## src/rtl/mips_seq_ctrl.sv

```systemverilog
// Multi-cycle MIPS subset sequencer: FETCH/DECODE/EXECUTE/WRITEBACK/BRANCH control and PC/IR state.
// Define MIPS_SEQ_JR_EN to make JR (R-type funct 001000) legal; otherwise JR decodes as illegal.
module mips_seq_ctrl (
  input  logic        clk,
  input  logic        reset_n,
  output logic        imem_req,
  output logic [31:0] imem_addr,
  input  logic        imem_ack,
  input  logic [31:0] imem_rdata,
  output logic [31:0] instr,
  output logic        alu_src,
  output logic [1:0]  alu_op,
  output logic        reg_write,
  input  logic        alu_zero,
  input  logic        alu_lt,
  input  logic [31:0] rs_data,
  output logic [31:0] pc,
  output logic [2:0]  state,
  output logic        illegal_op
);

  typedef enum logic [2:0] {
    S_FETCH     = 3'd0,
    S_DECODE    = 3'd1,
    S_EXECUTE   = 3'd2,
    S_WRITEBACK = 3'd3,
    S_BRANCH    = 3'd4
  } state_e;

  typedef enum logic [1:0] {
    K_ALU,
    K_BRANCH,
    K_JR,
    K_ILLEGAL
  } kind_e;

  localparam logic [5:0] OP_RTYPE = 6'h00;
  localparam logic [5:0] OP_ADDI  = 6'h08;
  localparam logic [5:0] OP_BEQ   = 6'h04;
  localparam logic [5:0] OP_BNE   = 6'h05;
  localparam logic [5:0] OP_BLT   = 6'h0A;
  localparam logic [5:0] OP_BGT   = 6'h0B;
  localparam logic [5:0] F_ADD    = 6'h20;
  localparam logic [5:0] F_SUB    = 6'h22;
  localparam logic [5:0] F_AND    = 6'h24;
  localparam logic [5:0] F_SLT    = 6'h2A;
  localparam logic [5:0] F_JR     = 6'h08;

  localparam logic [1:0] ALU_ADD = 2'b00;
  localparam logic [1:0] ALU_SUB = 2'b01;
  localparam logic [1:0] ALU_AND = 2'b10;
  localparam logic [1:0] ALU_SLT = 2'b11;

  state_e      state_q, state_d;
  logic [31:0] pc_q, pc_d;
  logic [31:0] ir_q, ir_d;
  logic        imem_req_q, imem_req_d;

  kind_e       dec_kind;
  logic [1:0]  dec_alu_op;
  logic        dec_alu_src;
  logic        br_taken;
  logic [31:0] pc_seq;
  logic [31:0] br_target;

  logic [5:0]  opcode;
  logic [5:0]  funct;

  assign opcode = ir_q[31:26];
  assign funct  = ir_q[5:0];

  // Decode is purely a function of IR, so operands stay stable from DECODE to the end of the instruction.
  always_comb begin
    dec_kind    = K_ILLEGAL;
    dec_alu_op  = ALU_ADD;
    dec_alu_src = 1'b0;
    case (opcode)
      OP_RTYPE: begin
        case (funct)
          F_ADD: begin dec_kind = K_ALU; dec_alu_op = ALU_ADD; end
          F_SUB: begin dec_kind = K_ALU; dec_alu_op = ALU_SUB; end
          F_AND: begin dec_kind = K_ALU; dec_alu_op = ALU_AND; end
          F_SLT: begin dec_kind = K_ALU; dec_alu_op = ALU_SLT; end
`ifdef MIPS_SEQ_JR_EN
          F_JR:  dec_kind = K_JR;
`endif
          default: dec_kind = K_ILLEGAL;
        endcase
      end
      OP_ADDI: begin
        dec_kind    = K_ALU;
        dec_alu_op  = ALU_ADD;
        dec_alu_src = 1'b1;
      end
      OP_BEQ, OP_BNE: begin
        dec_kind   = K_BRANCH;
        dec_alu_op = ALU_SUB;
      end
      OP_BLT, OP_BGT: begin
        dec_kind   = K_BRANCH;
        dec_alu_op = ALU_SLT;
      end
      default: dec_kind = K_ILLEGAL;
    endcase
  end

  always_comb begin
    br_taken = 1'b0;
    case (opcode)
      OP_BEQ:  br_taken = alu_zero;
      OP_BNE:  br_taken = !alu_zero;
      OP_BLT:  br_taken = alu_lt;
      OP_BGT:  br_taken = !alu_lt && !alu_zero;
      default: br_taken = 1'b0;
    endcase
  end

  // Natural 32-bit wrap gives the modulo-2^32 PC behaviour.
  assign pc_seq    = pc_q + 32'd4;
  assign br_target = pc_seq + {{14{ir_q[15]}}, ir_q[15:0], 2'b00};

  always_comb begin
    state_d = state_q;
    pc_d    = pc_q;
    ir_d    = ir_q;
    case (state_q)
      S_FETCH: begin
        if (imem_req_q && imem_ack) begin
          ir_d    = imem_rdata;
          state_d = S_DECODE;
        end
      end
      S_DECODE: begin
        if (dec_kind == K_ILLEGAL) begin
          pc_d    = pc_seq;
          state_d = S_FETCH;
        end else begin
          state_d = S_EXECUTE;
        end
      end
      S_EXECUTE: begin
        state_d = (dec_kind == K_ALU) ? S_WRITEBACK : S_BRANCH;
      end
      S_WRITEBACK: begin
        pc_d    = pc_seq;
        state_d = S_FETCH;
      end
      S_BRANCH: begin
        if (dec_kind == K_JR)
          pc_d = rs_data;
        else if (br_taken)
          pc_d = br_target;
        else
          pc_d = pc_seq;
        state_d = S_FETCH;
      end
      default: state_d = S_FETCH;
    endcase
    // Registered so the request stays low during reset and rises on the first edge after release.
    imem_req_d = (state_d == S_FETCH);
  end

  always_ff @(posedge clk or negedge reset_n) begin
    if (!reset_n) begin
      state_q    <= S_FETCH;
      pc_q       <= '0;
      ir_q       <= '0;
      imem_req_q <= 1'b0;
    end else begin
      state_q    <= state_d;
      pc_q       <= pc_d;
      ir_q       <= ir_d;
      imem_req_q <= imem_req_d;
    end
  end

  assign imem_req   = imem_req_q;
  assign imem_addr  = pc_q;
  assign instr      = ir_q;
  assign pc         = pc_q;
  assign state      = state_q;
  assign alu_src    = dec_alu_src;
  assign alu_op     = dec_alu_op;
  assign reg_write  = (state_q == S_WRITEBACK);
  assign illegal_op = (state_q == S_DECODE) && (dec_kind == K_ILLEGAL);

endmodule

```

## config.mk

```make
export PLATFORM = sky130hd
export DESIGN_NAME = mips_seq_ctrl
export DESIGN_NICKNAME = d
export VERILOG_FILES = /design/src/rtl/mips_seq_ctrl.sv
export SDC_FILE = /design/constraint.sdc
export NUM_CORES = 1
export LEC_CHECK = 0
export CORE_UTILIZATION = 29
export CTS_BUF_LIST = sky130_fd_sc_hd__clkbuf_16
export DETAILED_ROUTE_END_ITERATION = 8
export SLEW_MARGIN = 30
export SYNTH_ARGS = -nofsm -noshare
export SYNTH_HDL_FRONTEND = slang
export SYNTH_SLANG_ARGS = --single-unit
export TNS_END_PERCENT = 20
```

## constraint.sdc

```tcl
create_clock -name clk -period 10.35 [get_ports clk]
set_clock_uncertainty 0.15 [all_clocks]
set_input_delay 2.07 -clock clk [delete_from_list [all_inputs] [get_ports clk]]
set_output_delay 2.07 -clock clk [all_outputs]
set_load 0.02 [all_outputs]
```

After elaboration in Yosys (flattened, before gate mapping) --
Cells that the tools add are included.
Word-level totals: logic and storage cells 52, bits in registers 68, output and inout port bits 105, bits of input ports 69
Cells by class: add/sub/neg operators 2, equal/unequal tests 16, reduce and logical (&&, ||, !) cells 16, multiplexer cells 14
Operators with widths (number):
- 2-to-1 mux 32 bit | 3
- one-hot mux 32 bit (3 select lines) | 1
- adder 32 x 3 -> 32 bit, second input constant | 1
- adder 32 bit | 1
- equality test 6 bit, second input constant | 4
- equality test 6 x 4 -> 1 bit, second input constant | 3
- one-hot mux 2 bit (3 select lines) | 3
- equality test 6 x 3 -> 1 bit, second input constant | 2
- one-hot mux 3 bit (3 select lines) | 1
- OR reduction 4 bit | 2
- equality test 3 x 2 -> 1 bit, second input constant | 2
- zero test 3 bit | 2
- zero test 6 bit | 1
- 2-to-1 mux 3 bit | 2
- equality test 2 bit, second input constant | 2
- 2-to-1 mux 2 bit | 2
- one-hot mux 1 bit (4 select lines) | 1
- AND reduction 2 bit | 2
- OR reduction 2 bit | 2
- equality test 3 x 1 -> 1 bit, second input constant | 1
- equality test 3 bit, second input constant | 1
- logical AND 1 bit | 3
- nonzero test 3 bit | 1
- zero test 1 bit | 2
- 3 further kinds | 3

Longest topological paths before layout --
depth after elaboration 8, mapped depth 18, depth with buffers taken out 17

Worst setup path before layout --
Ideal clock, no wire load.
path type register -> output, start point register ir_q[31] (netlist: instr[31]), end point output alu_op[0], setup slack 6.302 ns, cell stages (with the launch flop) 5, arrival time 1.828 ns, buffers on the path 0, data required time 8.130 ns, path through dfrtp_1 > nor2_1 > or4b_1 > nand3b_1 > o21ai_0
Between the ends: cells in the longest elaborated chain, start to end 3, elaborated cells between the ends (all ways) 8, classes of those cells eq/ne (4); mux (1); reduce/logical (3)
Ends and longest elaborated chain:
- start, declared | line 56 | logic [31:0] ir_q, ir_d;
- start signal, assigned | line 172 | ir_q <= ir_d;
- equality test 6 x 4 -> 1 bit or equality test 6 x 3 -> 1 bit (tied branches) | line 77 | case (opcode)
- OR reduction 2 bit, on equally long branches
- one-hot mux 2 bit (3 select lines) * | line 77
- end, declared | line 12 | output logic [1:0] alu_op,
Every way passes the cells marked *; elsewhere a longest branch is shown, timed or not.

Worst setup path after layout --
start point register ir_q[31] (netlist: instr[31]), end point output alu_op[1]
The elaborated chain is that of the path after synthesis.

==> impl_metrics.toml <==
[outcome]
status = "completed"

[floorplanning]
fp-row-count = 49
boundaryPins = 174
placeableCoreArea_um2 = 18200
dieWidth_um = 139
die_area_um2 = 19400
start_util_pct = 30.0
die_h_um = 139

[cells_and_area]
layout.cells.non_filler = 960
antenna_cells = 0
fillerInstances = 1874
syn_to_final_growth_pct = 31.7
final_cell_mix = "clkdlybuf4s50_1 (140), dfrtp_1 (68), nand2_1 (60)"
drive_gt1_share_pct = 9.85
num-nets-final = 833
utilization_pct = 39.5
final_cell_area_um2 = 7200
final_common_cell = "clkdlybuf4s50_1"

[routing]
drtPass1Iterations = 4
avgViaCountPerCell = 5.13
ant_nets = 0
num_vias = 4924
wl_um = 15500
drc = 0
wl_per_cell_um = 16.2
drt_iter0_markers = 225

[worst_setup_path]
worstReg2RegStart = "imem_addr[4]"
critical_path_class = "reg -> out"
worstRegToRegCells = 16
cp-startpoint = "instr[31]"
ff2ff_setup_slack_ns = 5.78
critPathCaptureType = "primary output"
arrival_ns = 2.56
reg2reg_to = "imem_addr[31]"
cp.required_ns = 8.13
worstSetupStartpointType = "register"
crit_fanout = 4

[grt]
grt_pass1_wl_um = 25300
grt_max_degree = 69
grt_pass1_vias = 4784
antenna_found_initial = 0
grt-ovfl-total = 0
grt_usage_pct = 16.6

[clocking]
post_cts_buffers = 0
post_cts_resized = 0
path_clk_slew_ns = 0.06
cts_tree = "done"
h-tree-depth = 3
clk_path_buf_depth = 2
cts_num_sinks = 68
clock_latency_ns = 0.35
numCtsBuffers = 9
cts-root-buf = "clkbuf_16"
cts_hold_buf = 0

[power_and_ir_drop]
max-vdd-ir-drop_mv = 0.161
power.density_nw_per_um2 = 383
leakage_nw = 2.96
p_total_mw = 2.76

[timing]
max_clock_freq_mhz = 209
period_minus_slack_ns = 4.78
slew_violations = 0
worstMarginPinSlew_ns = 0.713
timing.final.ws_setup_ns = 5.57
finalSetupTns_ns = 0
grt_setup_unrepaired = "no"
fin_crit_sh_pct = 46.2
slew_headroom_pct = 52.5
timing_hold_violations_final = 0
setup_viol = 0
holdWs_ns = 0.249

[yosys]
synthFlopType = "dfrtp_1"
netlist_instances = 627
yosysWarnings = 0
synth.ff_latch_count = 68
ys_seq_area_share_pct = 31.1
ys_types = 64
synth_nets = 734
netlist_area_um2 = 5460
syn_area_per_cell_um2 = 8.71
synthArstFlopShare_pct = 100
synth_edf_count = 0

[min_path]
worstHoldEndpoint = "imem_addr[1]"
hold_start = "imem_addr[1]"
whs_path_depth = 0
hold_path_class = "reg -> reg"

[placed_design]
place_congestion = 0.879
placed_cells = 944
io_buffers = 141
hpwl_um = 11300
post-place-ws_ns = 5.78
placed_area_um2 = 6890

[run]
cap_violations = 0
==> power by group <==
group | total [mW] | internal, mW | switching [mW]
combinational | 1.90 | 0.862 | 1.04
clock | 0.330 | 0.191 | 0.139
sequential | 0.530 | 0.376 | 0.154
==> sequential cells by signal, indices dropped and copies added (netlist names) <==
signal,count
imem_addr,32
instr,32
state,3
imem_req,1
==> cells in the mapped netlist (all sizes together) (11+ instances only) <==
master	n	area share (%)
nor3	14	1.3
buf	34	4.6
xor2	15	2.4
clkbuf	24	1.6
mux2	33	6.8
xnor2	29	4.6
nand4	11	1.3
nand2	60	4.1
inv	11	0.76
nand3	23	2.1
ha	37	8.5
a21oi	56	5.2
o21ai	31	2.8
dfrtp	68	31
and3	16	1.8
nor2	42	2.9
a21o	24	3.3
==> layout make-up <==
cell class / count / area [um2] / area share, %
sequential: 68 / 1700 / 23.6
tap: 229 / 287 / 3.98
inverter: 11 / 41.3 / 0.574
clock buffer: 9 / 225 / 3.13
multi-input combinational: 490 / 3390 / 47.1
clock inverter: 7 / 82.6 / 1.15
timing repair buffer: 146 / 1470 / 20.4
==> per-layer routing <==
layer	GRT usage (%)	vias to the layer above	share of wire, %
met1	20.7	2337	45
met4	4.15	0	1.3
met5	0	-	0
met3	4.40	15	5.2
met2	28.2	115	48
li1	-	2457	-
==> logic make-up after synthesis <==
| kind of cell | after synthesis | synth area share, % |
|---|---|---|
| AO/OA/AOI/OAI | 171 | 20.7 |
| XOR/XNOR | 44 | 7.05 |
| adder cells (fa/ha/maj) | 38 | 8.84 |
| buffers and inverters | 69 | 7.03 |
| flip-flops | 68 | 31.1 |
| multiplexers | 34 | 6.98 |
| AND/OR/NAND/NOR | 203 | 18.3 |
==> critical path, stage by stage (launching register included) <==
cell	delay [ns]
dfrtp_1	0.41
nor2_1	0.20
or4b_1	0.53
nand3b_1	0.21
o21ai_0	0.22
clkdlybuf4s50_1	0.65
==> worst max-delay path by stage <==
| stage | end | slack (ns) |
|---|---|---|
| after global placement | imem_addr[31] | 5.81 |
| final | alu_op[1] | 5.57 |
| after CTS | alu_op[1] | 5.55 |
| after global routing | imem_addr[31] | 5.33 |
| after floorplan | alu_op[0] | 6.30 |
| after detailed placement | imem_addr[31] | 5.78 |
No activity file was read; power rests on OpenSTA's default activity.
